## src/rtl/sample_pair_if.sv

```systemverilog
// sample_pair_if: stream-in / pair-out handshake bundle for sample_pair_collector
//   in_valid/in_ready/in_data/flush  : sample stream from the producer
//   pair_valid/pair_ready            : pair handshake to the consumer
//   pair_a/pair_b/pair_odd           : zero-extended pair and flush-formed flag
//   pair_count                       : pairs handed off since reset
//   modport slave  : collector view
//   modport master : producer/consumer (testbench) view
interface sample_pair_if #(
    parameter int DATA_W = 8,
    parameter int CNT_W  = 16
);
    logic              in_valid;
    logic              in_ready;
    logic [DATA_W-1:0] in_data;
    logic              flush;
    logic              pair_valid;
    logic              pair_ready;
    logic [DATA_W:0]   pair_a;
    logic [DATA_W:0]   pair_b;
    logic              pair_odd;
    logic [CNT_W-1:0]  pair_count;

    modport slave (
        input  in_valid, in_data, flush, pair_ready,
        output in_ready, pair_valid, pair_a, pair_b, pair_odd, pair_count
    );

    modport master (
        output in_valid, in_data, flush, pair_ready,
        input  in_ready, pair_valid, pair_a, pair_b, pair_odd, pair_count
    );
endinterface

```

## src/rtl/sample_pair_collector.sv

```systemverilog
// sample_pair_collector: groups consecutive stream samples into (a, b) pairs
//   clk   : rising-edge clock
//   rst_n : synchronous reset, active-low
//   bus   : sample_pair_if slave modport (sample stream in, pair stream out,
//           pair_count statistics)
module sample_pair_collector #(
    parameter int DATA_W = 8,
    parameter int CNT_W  = 16
) (
    input logic         clk,
    input logic         rst_n,
    sample_pair_if.slave bus
);
    typedef enum logic [1:0] {EMPTY, HAVE_A, FULL} state_t;

    state_t            state_q;
    logic [DATA_W-1:0] a_q;
    logic [DATA_W-1:0] b_q;
    logic              odd_q;
    logic [CNT_W-1:0]  cnt_q;
    logic              in_fire;
    logic              out_fire;

    // A consumer draining the held pair frees the slot in the same cycle.
    assign bus.in_ready   = (state_q != FULL) | bus.pair_ready;
    assign bus.pair_valid = state_q == FULL;
    assign bus.pair_a     = {1'b0, a_q};
    assign bus.pair_b     = {1'b0, b_q};
    assign bus.pair_odd   = odd_q;
    assign bus.pair_count = cnt_q;
    assign in_fire        = bus.in_valid & bus.in_ready;
    assign out_fire       = bus.pair_valid & bus.pair_ready;

    always_ff @(posedge clk) begin
        if (!rst_n) begin
            state_q <= EMPTY;
            a_q     <= '0;
            b_q     <= '0;
            odd_q   <= 1'b0;
            cnt_q   <= '0;
        end else begin
            if (out_fire) cnt_q <= cnt_q + CNT_W'(1);
            case (state_q)
                EMPTY: if (in_fire) begin
                    a_q     <= bus.in_data;
                    state_q <= HAVE_A;
                end
                // A real sample takes priority over flush.
                HAVE_A: if (in_fire) begin
                    b_q     <= bus.in_data;
                    odd_q   <= 1'b0;
                    state_q <= FULL;
                end else if (bus.flush) begin
                    b_q     <= a_q;
                    odd_q   <= 1'b1;
                    state_q <= FULL;
                end
                // A sample arriving with the hand-off starts the next pair.
                FULL: if (out_fire) begin
                    if (in_fire) a_q <= bus.in_data;
                    state_q <= in_fire ? HAVE_A : EMPTY;
                end
                default: state_q <= EMPTY;
            endcase
        end
    end
endmodule

```

## src/flat_wrapper.sv

```systemverilog
// flat-port wrapper written by rule: the top's interface ports become plain ports
module sample_pair_collector_flat 
#(
    parameter int DATA_W = 8,
    parameter int CNT_W  = 16
)
  (clk, rst_n, bus_in_valid, bus_in_data, bus_flush, bus_pair_ready, bus_in_ready, bus_pair_valid, bus_pair_a, bus_pair_b, bus_pair_odd, bus_pair_count);
  sample_pair_if #(.DATA_W(DATA_W), .CNT_W(CNT_W)) bus_i ();
  input logic clk;
  input logic rst_n;
  input wire logic [$bits(bus_i.in_valid)-1:0] bus_in_valid;
  input wire logic [$bits(bus_i.in_data)-1:0] bus_in_data;
  input wire logic [$bits(bus_i.flush)-1:0] bus_flush;
  input wire logic [$bits(bus_i.pair_ready)-1:0] bus_pair_ready;
  output wire logic [$bits(bus_i.in_ready)-1:0] bus_in_ready;
  output wire logic [$bits(bus_i.pair_valid)-1:0] bus_pair_valid;
  output wire logic [$bits(bus_i.pair_a)-1:0] bus_pair_a;
  output wire logic [$bits(bus_i.pair_b)-1:0] bus_pair_b;
  output wire logic [$bits(bus_i.pair_odd)-1:0] bus_pair_odd;
  output wire logic [$bits(bus_i.pair_count)-1:0] bus_pair_count;
  assign bus_i.in_valid = bus_in_valid;
  assign bus_i.in_data = bus_in_data;
  assign bus_i.flush = bus_flush;
  assign bus_i.pair_ready = bus_pair_ready;
  assign bus_in_ready = bus_i.in_ready;
  assign bus_pair_valid = bus_i.pair_valid;
  assign bus_pair_a = bus_i.pair_a;
  assign bus_pair_b = bus_i.pair_b;
  assign bus_pair_odd = bus_i.pair_odd;
  assign bus_pair_count = bus_i.pair_count;
  sample_pair_collector #(.DATA_W(DATA_W), .CNT_W(CNT_W)) u_core (.clk(clk), .rst_n(rst_n), .bus(bus_i));
endmodule
```

## config.mk

```make
export PLATFORM = sky130hd
export DESIGN_NAME = sample_pair_collector_flat
export DESIGN_NICKNAME = d
export VERILOG_FILES = /design/src/rtl/sample_pair_if.sv /design/src/rtl/sample_pair_collector.sv /design/src/flat_wrapper.sv
export SDC_FILE = /design/constraint.sdc
export NUM_CORES = 1
export LEC_CHECK = 0
export ABC_AREA = 0
export BUFFER_PORTS_ARGS = -buffer_cell sky130_fd_sc_hd__buf_2
export CAP_MARGIN = 5
export CORE_MARGIN = 2
export CORE_UTILIZATION = 50
export CTS_CLUSTER_DIAMETER = 120
export DETAILED_ROUTE_END_ITERATION = 7
export GPL_TIMING_DRIVEN = 0
export PLACE_DENSITY = 0.79
export SLEW_MARGIN = 10
export SYNTH_ARGS = -nofsm -noshare
export SYNTH_HDL_FRONTEND = slang
export SYNTH_SLANG_ARGS = --single-unit
```

## constraint.sdc

```tcl
create_clock -name clk -period 5.2 [get_ports clk]
set_clock_uncertainty 0.15 [all_clocks]
set_input_delay 0.78 -clock clk [delete_from_list [all_inputs] [get_ports clk]]
set_output_delay 0.78 -clock clk [all_outputs]
set_load 0.005 [all_outputs]
```

==> results.yml, run 1 <==
clock_tree:
  cts_resized: 0
  cts_root_buffer: "clkbuf_4"
  cts.sinks: 35
  cts_setup_buffers: 0
  clockBufferDepth: 2
  h-tree-depth: 2
  numCtsBuffers: 5
  cts_tree: "done"
  cts_hold_buf: 0
  clkLatencyLatePin_ns: 0.34
  clkSlewWorstSetupHoldPaths_ns: 0.10
logic_synthesis:
  synth_common_cells: "dfxtp_1, a21oi_1, nor2_1"
  yosysSeqAreaShare_pct: 46.8
  synth_top_area_share_pct: 46.8
  synth-edff-count: 0
  syn_inst: 163
  synth_area_leader_cell: "dfxtp_1"
  netlist_top_cells_area: "dfxtp_1, mux2i_1, a21oi_1"
  yosys_most_used_dff: "dfxtp_1"
  ys_ff_latch: 35
  yosysUniqueCellTypes: 31
  synth.most_common_cell: "dfxtp_1"
  avgSynthCellArea_um2: 9.18
  synthArstFlopShare_pct: 0
  syn_area_um2: 1500
  ys_warn_count: 0
sta:
  period_share_pct: 47.3
  period_needed_ns: 2.46
  slew-limit-headroom_pct: 56.8
  max_slew.worst_pin.slew_ns: 0.647
  max_freq_mhz: 406
  setup_tns_ns: 0
  setup_viol: 0
  drv_slew: 0
  finalWorstSetupSlack_ns: 2.74
  hold_viol: 0
  rsz0062_at_grt: "no"
grt:
  grt_pass1_wl_um: 5660
  track_usage_pct: 22.1
  grt_pass1_vias: 1322
  overflow: 0
  grt_max_degree: 11
  antenna_found_initial: 0
worst_setup_path:
  cp_max_fo: 4
  required_ns: 4.27
  crit_path_start_kind: "input pin"
  worstSetupEndpointType: "primary output"
  critical_path_class: "in2out"
  worst_ep_arrival_time_ns: 1.53
layout:
  utilization_pct: 65.0
  drive_gt1_share_pct: 26.9
  fin_nets: 232
  antenna_cells: 0
  syn_to_final_growth_pct: 21.9
status:
  status: "finished with violations"
  violations: "DRC"
pwr:
  power.density_nw_per_um2: 264
  worst_ir_drop_vdd_mv: 0.187
  leakagePower_nw: 0.859
  finalPower_mw: 0.483
drt:
  wl_um: 3460
  wl_per_cell_um: 13.8
  ant_nets: 0
  drcViolationCount: 3
  vias_per_cell: 5.60
  dr.first_iter.drc_count: 76
  first_pass_iters: 6
  via_count: 1399
worst_hold_path:
  hp-class: "reg2reg"
floorplanning:
  row_count: 19
  die_x_um: 58.7
  io_pins: 50
  dieArea_um2: 3450
  start_util_pct: 53.3
  die_h_um: 58.7
  core_area_um2: 2810
place:
  gp_congestion: 0.777
  dp_slack_ns: 2.64
  port_buffers: 47
  dpl.hpwl_um: 2570
job:
  max-cap-violations: 0
kinds of logic after synthesis:
kind of cell    after synthesis  share of synthesized area (%)
mux                          17                           11.4
buf+inv                      12                           4.01
xor+xnor                      7                           4.10
fa+ha+maj                     1                          0.836
flops                        35                           46.8
other cells                   1                          0.251
compound gates               37                           12.9
simple gates                 53                           19.7
report_power, final:
group | switching (mW) | internal [mW] | total, mW
Clock | 0.0902 | 0.0527 | 0.143
Combinational | 0.0287 | 0.0253 | 0.0540
Sequential | 0.00718 | 0.278 | 0.286
Total | 0.126 | 0.356 | 0.483
placed cells by master (no fill, tap or decap), types with 2 or more instances in the layout:
| master | Yosys | final |
|---|---|---|
| a21oi_1 | 19 | 19 |
| and3_1 | 3 | 3 |
| buf_2 | 0 | 47 |
| buf_4 | 2 | 2 |
| clkbuf_1 | 4 | 6 |
| clkbuf_4 | 0 | 5 |
| conb_1 | 1 | 2 |
| dfxtp_1 | 35 | 35 |
| inv_1 | 3 | 3 |
| mux2i_1 | 17 | 17 |
| nand2_1 | 7 | 7 |
| nand3_1 | 5 | 5 |
| nand4_1 | 2 | 2 |
| nor2_1 | 18 | 18 |
| nor2b_1 | 3 | 3 |
| o21ai_0 | 15 | 15 |
| o31ai_1 | 2 | 2 |
| or3_1 | 6 | 6 |
| or4_1 | 2 | 2 |
| xnor2_1 | 2 | 2 |
| xor2_1 | 5 | 5 |
critical path, cell delays in order:
cell    delay (ns)
buf_2         0.13
or3b_2        0.47
buf_2         0.15
metrics by stage:
step / cell area (um^2) / hold WS, ns / cells
3_3_place_gp: 1770 / 0.310 / 242
4_1_cts: 1820 / 0.346 / 250
2_1_floorplan: 1500 / 0.318 / 164
3_5_place_dp: 1770 / 0.333 / 242
5_1_grt: 1820 / 0.384 / 250
6_report: 1820 / 0.341 / 250
layout make-up:
type / instances / area (um^2)
fill: 253 / 981
multi-input combinational: 117 / 739
sequential: 35 / 701
timing repair buffer: 47 / 235
clock buffer: 7 / 45.0
buffer: 8 / 45.0
tap: 31 / 38.8
inverter: 4 / 15.0
clock inverter: 1 / 5.00
state kept, by name, summed over array words and instances, names as in the netlist:
name,count
u_core.bus.pair_count,16
u_core.bus.pair_odd,1
u_core.a_q,8
u_core.state_q,2
u_core.b_q,8
final timing paths:
kind                                           from                                     end  slack, ns  cells after the start
max                                  bus_pair_ready                            bus_in_ready       2.74                      3
min reg2reg  u_core.bus.pair_count[15]$_SDFFE_PN0P_  u_core.bus.pair_count[15]$_SDFFE_PN0P_       0.34                      2
min          u_core.bus.pair_count[15]$_SDFFE_PN0P_  u_core.bus.pair_count[15]$_SDFFE_PN0P_       0.34                      2
max reg2reg          u_core.state_q[1]$_SDFFE_PN0P_  u_core.bus.pair_count[13]$_SDFFE_PN0P_       3.09                      5
layer usage:
metal | GRT usage, % | up-vias | share of wire, %
li1 | - | 688 | -
met3 | 7.47 | 8 | 6.3
met2 | 38.0 | 46 | 49
met1 | 24.7 | 657 | 43
met5 | 0 | - | 0
met4 | 10.1 | 0 | 2.3
Power figures use the tool's default switching activity.
==> run 2, diff against run 1 <==
CORE_UTILIZATION = 49   (was 50)
PLACE_DENSITY = 0.78   (was 0.79)
clock period = 2.3 ns   (was 5.2 ns; I/O delays follow)
==> results.yml, run 2 (synthesis results as in run 1) <==
clock_tree:
  cts_hold_buf: 0
  cts_resized: 0
  clkSlewWorstSetupHoldPaths_ns: 0.11
  cts_root_buffer: "clkbuf_4"
  clockBufferDepth: 2
  clkLatencyLatePin_ns: 0.34
  cts_setup_buffers: 0
  numCtsBuffers: 5
  h-tree-depth: 2
  cts.sinks: 35
  cts_tree: "done"
drt:
  first_pass_iters: 4
  wl_um: 3110
  ant_nets: 0
  wl_per_cell_um: 12.3
  dr.first_iter.drc_count: 36
  drcViolationCount: 0
  vias_per_cell: 5.29
  via_count: 1334
pwr:
  finalPower_mw: 1.23
  power.density_nw_per_um2: 658
  worst_ir_drop_vdd_mv: 0.370
  leakagePower_nw: 0.878
worst_setup_path:
  cp-endpoint: "u_core.bus.pair_count[13]$_SDFFE_PN0P_"
  cp.depth: 5
  slowest_delay_ns: 0.53
  worst_ep_arrival_time_ns: 2.22
  r2r_start: "u_core.state_q[1]$_SDFFE_PN0P_"
  crit_path_start_kind: "flop"
  cpLargestDelayFamily: "simple AND/OR/NAND/NOR gates"
  reg2reg_to: "u_core.bus.pair_count[13]$_SDFFE_PN0P_"
  r2r_slack_ns: 0.19
  crit_slowest_cell: "or4_4"
  cp_cell_sequence: "nand3b_4 -> or4_4 -> buf_6 -> or4_1 -> a21oi_1"
  required_ns: 2.41
  worstPathBufferInverterCount: 1
  critical_path_class: "reg2reg"
  critPathLaunch: "u_core.state_q[1]$_SDFFE_PN0P_"
  cp_max_fo: 10
  worstSetupEndpointType: "flop"
  reg2reg_depth: 5
place:
  port_buffers: 47
  place_inst: 244
  dpl.hpwl_um: 2260
  gp_congestion: 0.828
floorplanning:
  dieArea_um2: 3510
  die_x_um: 59.3
  io_pins: 50
  row_count: 20
  core_area_um2: 2980
  start_util_pct: 50.3
  die_h_um: 59.3
job:
  max-cap-violations: 0
layout:
  fin_nets: 232
  multiInputGateArea_um2: 739
  layout_common_cells: "buf_2, dfxtp_1, a21oi_1"
  syn_to_final_growth_pct: 24.5
  largest_reg_flops: 16
  utilization_pct: 62.6
  drive_gt1_share_pct: 27.9
  stdcell_count: 252
  antenna_cells: 0
  ff_latch_area_um2: 701
  final.fill_count: 274
  final_common_cell: "buf_2"
status:
  status: "finished clean"
grt:
  grt_pass1_wl_um: 5420
  antenna_found_initial: 0
  grt_max_degree: 12
  overflow: 0
  grt_pass1_vias: 1233
  track_usage_pct: 20.0
sta:
  max_freq_mhz: 474
  period_needed_ns: 2.11
  slew-limit-headroom_pct: 57.4
  max_slew.worst_pin.slew_ns: 0.638
  period_share_pct: 91.8
  hold_viol: 0
  setup_viol: 0
  drv_slew: 0
  rsz0062_at_grt: "no"
  hold_ws_ns: 0.0944
  setup_tns_ns: 0
worst_hold_path:
  hp-class: "in2reg"
[run 2: cell count changes in the layout (fill, tap and decap cells not counted)]
cell       previous run  this run
clkbuf_8              0         1
bufinv_16             0         1
clkbuf_1              6         4
[run 2: through the flow]
stage / area [um^2] / setup slack, ns
floorplan: 1500 / 0.340
global placement: 1780 / 0.199
detailed placement: 1780 / 0.175
CTS: 1860 / 0.183
global route: 1860 / 0.0884
finish: 1860 / 0.189
[run 2: where the power goes]
part / switching (mW) / leakage, nW / total [mW] / internal [mW]
clock network: 0.203 / 0.0482 / 0.460 / 0.257
registers: 0.0164 / 0.285 / 0.646 / 0.629
logic: 0.0623 / 0.544 / 0.119 / 0.0571
total: 0.282 / 0.878 / 1.23 / 0.943
[run 2: cell type report]
| cell class | count | share of cell area [%] |
|---|---|---|
| clock buffers | 6 | 2.75 |
| multi-input cells | 117 | 39.7 |
| well taps | 33 | 2.22 |
| flip-flops and latches | 35 | 37.6 |
| clock inverters | 2 | 1.88 |
| inverters | 4 | 0.806 |
| repair buffers | 47 | 12.6 |
| plain buffers | 8 | 2.42 |
[run 2: how the worst min path moves through the flow]
stage                                            from                                     end  slack [ns]  cells after the start
2_1_floorplan                            bus_in_valid        u_core.bus.pair_odd$_SDFFE_PN0P_        0.29                      1
3_3_place_gp   u_core.bus.pair_count[15]$_SDFFE_PN0P_  u_core.bus.pair_count[15]$_SDFFE_PN0P_        0.32                      2
3_5_place_dp   u_core.bus.pair_count[15]$_SDFFE_PN0P_  u_core.bus.pair_count[15]$_SDFFE_PN0P_        0.32                      2
4_1_cts                                  bus_in_valid        u_core.bus.pair_odd$_SDFFE_PN0P_        0.09                      2
5_1_grt                                  bus_in_valid        u_core.bus.pair_odd$_SDFFE_PN0P_        0.09                      2
6_report                                 bus_in_valid        u_core.bus.pair_odd$_SDFFE_PN0P_        0.09                      2
[run 2: metal layers]
layer | vias up | wire length, um | global-route usage [%]
met3 | 7 | 201 | 7.21
met5 | - | 0 | 0
met4 | 0 | 36 | 4.87
met1 | 603 | 1440 | 25.4
met2 | 40 | 1430 | 32.2
li1 | 684 | - | -
